==> src/rtl/slave_out_port.sv <==
// rtl/slave_out_port.sv - serial read-response burst transmitter (optional underrun flag: SLAVE_OUT_UNDERRUN_EN)
module slave_out_port #(
  parameter int WORD_SIZE  = 8,
  parameter int BURST_SIZE = 15
) (
  input  logic                  clk,
  input  logic                  rst,
  input  logic [2:0]            instruction,
  input  logic [BURST_SIZE-1:0] burst_size,
  input  logic [WORD_SIZE-1:0]  tx_word,
  input  logic                  word_valid,
  output logic                  word_ack,
  input  logic                  m_ready,
  output logic                  s_valid,
  output logic                  tx_data,
  output logic                  tx_done,
  output logic                  busy,
  output logic                  underrun
);

  localparam int BW = (WORD_SIZE > 1) ? $clog2(WORD_SIZE) : 1;
  localparam logic [BW-1:0]         LAST_BIT = BW'(WORD_SIZE - 1);
  localparam logic [BW-1:0]         PRE_LAST = BW'(WORD_SIZE - 2);
  localparam logic [BURST_SIZE-1:0] ONE_WORD = BURST_SIZE'(1);

  typedef enum logic [1:0] {IDLE, LOAD, HANDSHAKE, SEND} state_t;

  state_t                state, state_d;
  logic [BURST_SIZE-1:0] word_cnt, word_cnt_d;
  logic [BW-1:0]         bit_cnt, bit_cnt_d;
  logic [WORD_SIZE-1:0]  shreg, shreg_d;
  logic [WORD_SIZE-1:0]  next_word, next_word_d;
  logic                  s_valid_d, tx_data_d, word_ack_d, tx_done_d, busy_d;
  logic                  start_cmd;

  assign start_cmd = (instruction == 3'b001) || (instruction == 3'b011);

`ifdef SLAVE_OUT_UNDERRUN_EN
  logic underrun_ev;
`endif

  // Next-state and next-output decode; every output is registered below.
  always_comb begin
    state_d     = state;
    word_cnt_d  = word_cnt;
    bit_cnt_d   = bit_cnt;
    shreg_d     = shreg;
    next_word_d = next_word;
    s_valid_d   = 1'b0;
    tx_data_d   = 1'b0;
    word_ack_d  = 1'b0;
    tx_done_d   = 1'b0;
`ifdef SLAVE_OUT_UNDERRUN_EN
    underrun_ev = 1'b0;
`endif
    case (state)
      IDLE: begin
        // The tx_done cycle is a mandatory idle cycle: commands seen then are dropped.
        if (start_cmd && !tx_done) begin
          word_cnt_d = (burst_size == '0) ? ONE_WORD : burst_size;
          state_d    = LOAD;
        end
      end
      LOAD: begin
        if (word_valid) begin
          shreg_d    = tx_word;
          word_ack_d = 1'b1;
          s_valid_d  = 1'b1;
          state_d    = HANDSHAKE;
        end
      end
      HANDSHAKE: begin
        s_valid_d = 1'b1;
        if (m_ready) begin
          s_valid_d = 1'b0;
          tx_data_d = shreg[0];
          shreg_d   = shreg >> 1;
          bit_cnt_d = '0;
          state_d   = SEND;
        end
      end
      SEND: begin
        if (bit_cnt == LAST_BIT) begin
          if (word_cnt == ONE_WORD) begin
            tx_done_d = 1'b1;
            state_d   = IDLE;
          end else begin
            // Next word's bit 0 follows immediately, no new handshake.
            word_cnt_d = word_cnt - ONE_WORD;
            tx_data_d  = next_word[0];
            shreg_d    = next_word >> 1;
            bit_cnt_d  = '0;
          end
        end else begin
          tx_data_d = shreg[0];
          shreg_d   = shreg >> 1;
          bit_cnt_d = bit_cnt + 1'b1;
          // Prefetch the following word one bit early so the burst stays contiguous.
          if ((bit_cnt == PRE_LAST) && (word_cnt != ONE_WORD)) begin
            if (word_valid) begin
              next_word_d = tx_word;
              word_ack_d  = 1'b1;
            end else begin
              next_word_d = '0;
`ifdef SLAVE_OUT_UNDERRUN_EN
              underrun_ev = 1'b1;
`endif
            end
          end
        end
      end
      default: state_d = IDLE;
    endcase
    busy_d = (state_d != IDLE);
  end

  // State and registered outputs, cleared asynchronously by rst.
  always_ff @(posedge clk or posedge rst) begin
    if (rst) begin
      state     <= IDLE;
      word_cnt  <= '0;
      bit_cnt   <= '0;
      shreg     <= '0;
      next_word <= '0;
      s_valid   <= 1'b0;
      tx_data   <= 1'b0;
      word_ack  <= 1'b0;
      tx_done   <= 1'b0;
      busy      <= 1'b0;
    end else begin
      state     <= state_d;
      word_cnt  <= word_cnt_d;
      bit_cnt   <= bit_cnt_d;
      shreg     <= shreg_d;
      next_word <= next_word_d;
      s_valid   <= s_valid_d;
      tx_data   <= tx_data_d;
      word_ack  <= word_ack_d;
      tx_done   <= tx_done_d;
      busy      <= busy_d;
    end
  end

`ifdef SLAVE_OUT_UNDERRUN_EN
  // Sticky underrun flag, cleared only by rst.
  always_ff @(posedge clk or posedge rst) begin
    if (rst)              underrun <= 1'b0;
    else if (underrun_ev) underrun <= 1'b1;
  end
`else
  assign underrun = 1'b0;
`endif

endmodule

==> config.mk <==
export PLATFORM = sky130hd
export DESIGN_NAME = slave_out_port
export DESIGN_NICKNAME = d
export VERILOG_FILES = /design/src/rtl/slave_out_port.sv
export SDC_FILE = /design/constraint.sdc
export NUM_CORES = 1
export LEC_CHECK = 0
export ABC_AREA = 1
export CORE_MARGIN = 5
export CORE_UTILIZATION = 25
export CTS_CLUSTER_DIAMETER = 40
export DETAILED_ROUTE_END_ITERATION = 12
export PLACE_DENSITY = 0.48
export SLEW_MARGIN = 20
export SYNTH_ARGS = -nofsm -noshare
export SYNTH_HDL_FRONTEND = slang
export SYNTH_SLANG_ARGS = --single-unit
==> constraint.sdc <==
create_clock -name clk -period 2.6 [get_ports clk]
set_clock_uncertainty 0.15 [all_clocks]
set_input_delay 0.26 -clock clk [delete_from_list [all_inputs] [get_ports clk]]
set_output_delay 0.26 -clock clk [all_outputs]
set_load 0.01 [all_outputs]
==> results.sh, run 1 <==
export IMPL_clk_pin_slew_ps=80
export IMPL_ff_latch_area_mm2=0.00103
export IMPL_cellLeakagePower_nw=1.57
export IMPL_path_cells="ha_1 > ha_1 > nand2_1 > inv_1 > nand3_1 > nand3_1 > o21ai_0"
export IMPL_setup_tns_ps=0
export IMPL_place_inst=526
export IMPL_clk_latency_ps=300
export IMPL_fin_area_mm2=0.00319
export IMPL_cts_buffers=5
export IMPL_min_period_ps=2270
export IMPL_drcViolationCount=0
export IMPL_vdd_drop_max_mv=0.313
export IMPL_wl_per_cell_um=12.2
export IMPL_ctsResizeCount=0
export IMPL_setup_violations=0
export IMPL_n_fill_cell=1118
export IMPL_synth_nets=399
export IMPL_syn_inst=360
export IMPL_h_tree_depth=2
export IMPL_fin_nets=436
export IMPL_final_hold_viol_count=0
export IMPL_post_route_period_util=0.871
export IMPL_reg2reg_depth=7
export IMPL_synth_edf_count=0
export IMPL_r2r_start="bit_cnt[0]"
export IMPL_post_cts_buffers=0
export IMPL_synth_largest_area_cell="dfrtp_1"
export IMPL_num_rows=37
export IMPL_maxSlewHeadroom=0.629
export IMPL_synth_ff_type="dfrtp_1"
export IMPL_ctsHoldBuffers=0
export IMPL_dpl_cell_area_mm2=0.00309
export IMPL_worst_hold_slack_ps=237
export IMPL_die_x_um=112
export IMPL_place_ws_ps=296
export IMPL_clock_path_buffers=2
export IMPL_reg2reg_to="shreg[6]"
export IMPL_antenna_found_initial=0
export IMPL_slowest_stage="dfrtp_1"
export IMPL_synth_top_area_frac=0.393
export IMPL_numPortBuffers=33
export IMPL_die_h_um=112
export IMPL_vias=2333
export IMPL_cts_num_sinks=41
export IMPL_async_flop_share=1.00
export IMPL_slew_viol_final=0
export IMPL_worstSetupStartpointType="flop"
export IMPL_crit_fanout=16
export IMPL_critical_path_class="reg -> reg"
export IMPL_slowest_delay_ps=410
export IMPL_status="finished, final reports clean"
export IMPL_cts_tree="built"
export IMPL_multi_input_area_mm2=0.00137
export IMPL_setup_ws_ps=334
export IMPL_cp_end_kind="flop"
export IMPL_antennaDiodeCount=0
export IMPL_rsz0062_at_grt="false"
export IMPL_drive_above_1_share=0.0955
export IMPL_grt_max_degree=42
export IMPL_coreArea_mm2=0.0102
export IMPL_drtPass1Iterations=4
export IMPL_track_usage=0.108
export IMPL_gp_congestion=0.801
export IMPL_routed_wl_mm=6.53
export IMPL_grt_pass1_wl_mm=11.3
export IMPL_syn_avg_cell_area_um2=7.25
export IMPL_final_util=0.311
export IMPL_start_util=0.255
export IMPL_hpwlAfterDp_mm=4.94
export IMPL_syn_area_mm2=0.00261
export IMPL_powerDensity_mw_per_mm2=1020
export IMPL_ys_seq_area_frac=0.393
export IMPL_finalNonFillerCells=534
export IMPL_drt_iter0_markers=103
export IMPL_grt_ovfl_total=0
export IMPL_synth_seq_cells=41
export IMPL_dieArea_mm2=0.0126
export IMPL_r2r_setup_slack_ps=330
export IMPL_grt_pass1_vias=2407
export IMPL_power_mw=3.25
export IMPL_arrival_ps=2320
export IMPL_synthTopCellsByArea="dfrtp_1 39%, nand2_1 17%, nor2_1 6.2%"
export IMPL_tightestPinTransition_ps=555
export IMPL_area_delta_synth_final_pct=22.1
export IMPL_cts_root_buffer="clkbuf_8"
export IMPL_final_antenna_net_count=0
export IMPL_ys_warn_count=0
export IMPL_yosys_top_cells_count="121 x nand2_1, 43 x nor2_1, 41 x dfrtp_1, 39 x inv_1, 22 x nand3_1"
export IMPL_synth_most_common_cell="nand2_1"
export IMPL_cp_required_ps=2660
export IMPL_fmax_mhz=441
export IMPL_worstHoldPathType="in -> async"
export IMPL_pin_count=36
export IMPL_drv_cap=0
export IMPL_vias_per_cell=4.37
export IMPL_post_synth_num_cell_types=36
==> state kept, by name, summed over array words and instances (netlist names), 2 cells and up <==
| signal | count |
|---|---|
| word_cnt | 15 |
| next_word | 8 |
| shreg | 8 |
| bit_cnt | 3 |
| state | 2 |
==> cell usage in the layout, fill, tap and decap left out, types with 6 or more instances in the layout <==
cell | netlist | layout
nand2_1 | 121 | 121
dfrtp_1 | 41 | 41
ha_1 | 9 | 9
a221oi_1 | 7 | 7
inv_1 | 39 | 39
nor2_1 | 43 | 43
o21ai_0 | 21 | 21
nand3_1 | 22 | 22
clkbuf_8 | 0 | 6
clkdlybuf4s50_1 | 0 | 33
==> metal layers <==
metal  share of wire  up-vias  global-route usage
li1                -     1217                   -
met1            0.49     1064               0.145
met5               0        -                   0
met3           0.048        8              0.0270
met4           0.012        0              0.0272
met2            0.45       44               0.175
==> area by class of cell <==
type                    count  area share
repair buffers             38       0.115
clock buffers               6      0.0259
inverters                  42      0.0503
well taps                 136      0.0534
flip-flops and latches     41       0.322
multi-input cells         269       0.429
clock inverters             2     0.00432
==> worst max-delay path, delay by kind of cell, from the launching register on <==
family | cells | cell delay [ps]
AND/OR/NAND/NOR | 3 | 720
adder cells (fa/ha/maj) | 2 | 420
flip-flops | 1 | 410
AO/OA/AOI/OAI | 1 | 320
buffers and inverters | 1 | 150
==> kinds of logic (layout without fill, tap and decap cells) <==
kind of cell             after synthesis  count (layout)  synth area share
AO/OA/AOI/OAI                         46              46             0.118
XOR/XNOR                               2               2           0.00672
AND/OR/NAND/NOR                      211             211             0.354
buffers and inverters                 50              88            0.0834
other                                  1               1           0.00144
flip-flops                            41              41             0.393
adder cells (fa/ha/maj)                9               9            0.0432
==> report_power, final <==
group / switching, mW / leakage (nW) / total, mW / internal (mW)
logic: 1.03 / 1.03 / 1.66 / 0.626
clock network: 0.239 / 0.0512 / 0.454 / 0.216
registers: 0.240 / 0.488 / 1.14 / 0.904
==> worst max path at each step <==
stage,start,to,cells after the start
4_1_cts,bit_cnt[0],shreg[6],7
6_report,bit_cnt[0],shreg[6],7
2_1_floorplan,bit_cnt[0],shreg[1],9
3_3_place_gp,bit_cnt[0],shreg[0],8
5_1_grt,state[1],shreg[1],6
3_5_place_dp,bit_cnt[0],shreg[6],7
Power figures use the tool's default switching activity.
==> run 2: changes to the inputs <==
--- a/config.mk
+++ b/config.mk
@@ -11,6 +11,7 @@
 export CTS_CLUSTER_DIAMETER = 40
 export DETAILED_ROUTE_END_ITERATION = 12
 export PLACE_DENSITY = 0.48
+export SKIP_CTS_REPAIR_TIMING = 1
 export SLEW_MARGIN = 20
 export SYNTH_ARGS = -nofsm -noshare
 export SYNTH_HDL_FRONTEND = slang
==> results of run 2 <==
No change in the layout: final DEF, timing and power equal those of run 1.
==> run 3: changes to the inputs <==
--- a/config.mk
+++ b/config.mk
@@ -6,13 +6,14 @@
 export NUM_CORES = 1
 export LEC_CHECK = 0
 export ABC_AREA = 1
+export CAP_MARGIN = 0
 export CORE_MARGIN = 5
 export CORE_UTILIZATION = 25
 export CTS_CLUSTER_DIAMETER = 40
 export DETAILED_ROUTE_END_ITERATION = 12
 export PLACE_DENSITY = 0.48
 export SKIP_CTS_REPAIR_TIMING = 1
-export SLEW_MARGIN = 20
+export SLEW_MARGIN = 40
 export SYNTH_ARGS = -nofsm -noshare
 export SYNTH_HDL_FRONTEND = slang
 export SYNTH_SLANG_ARGS = --single-unit
==> results of run 3 <==
No change in the layout: final DEF, timing and power equal those of run 1.
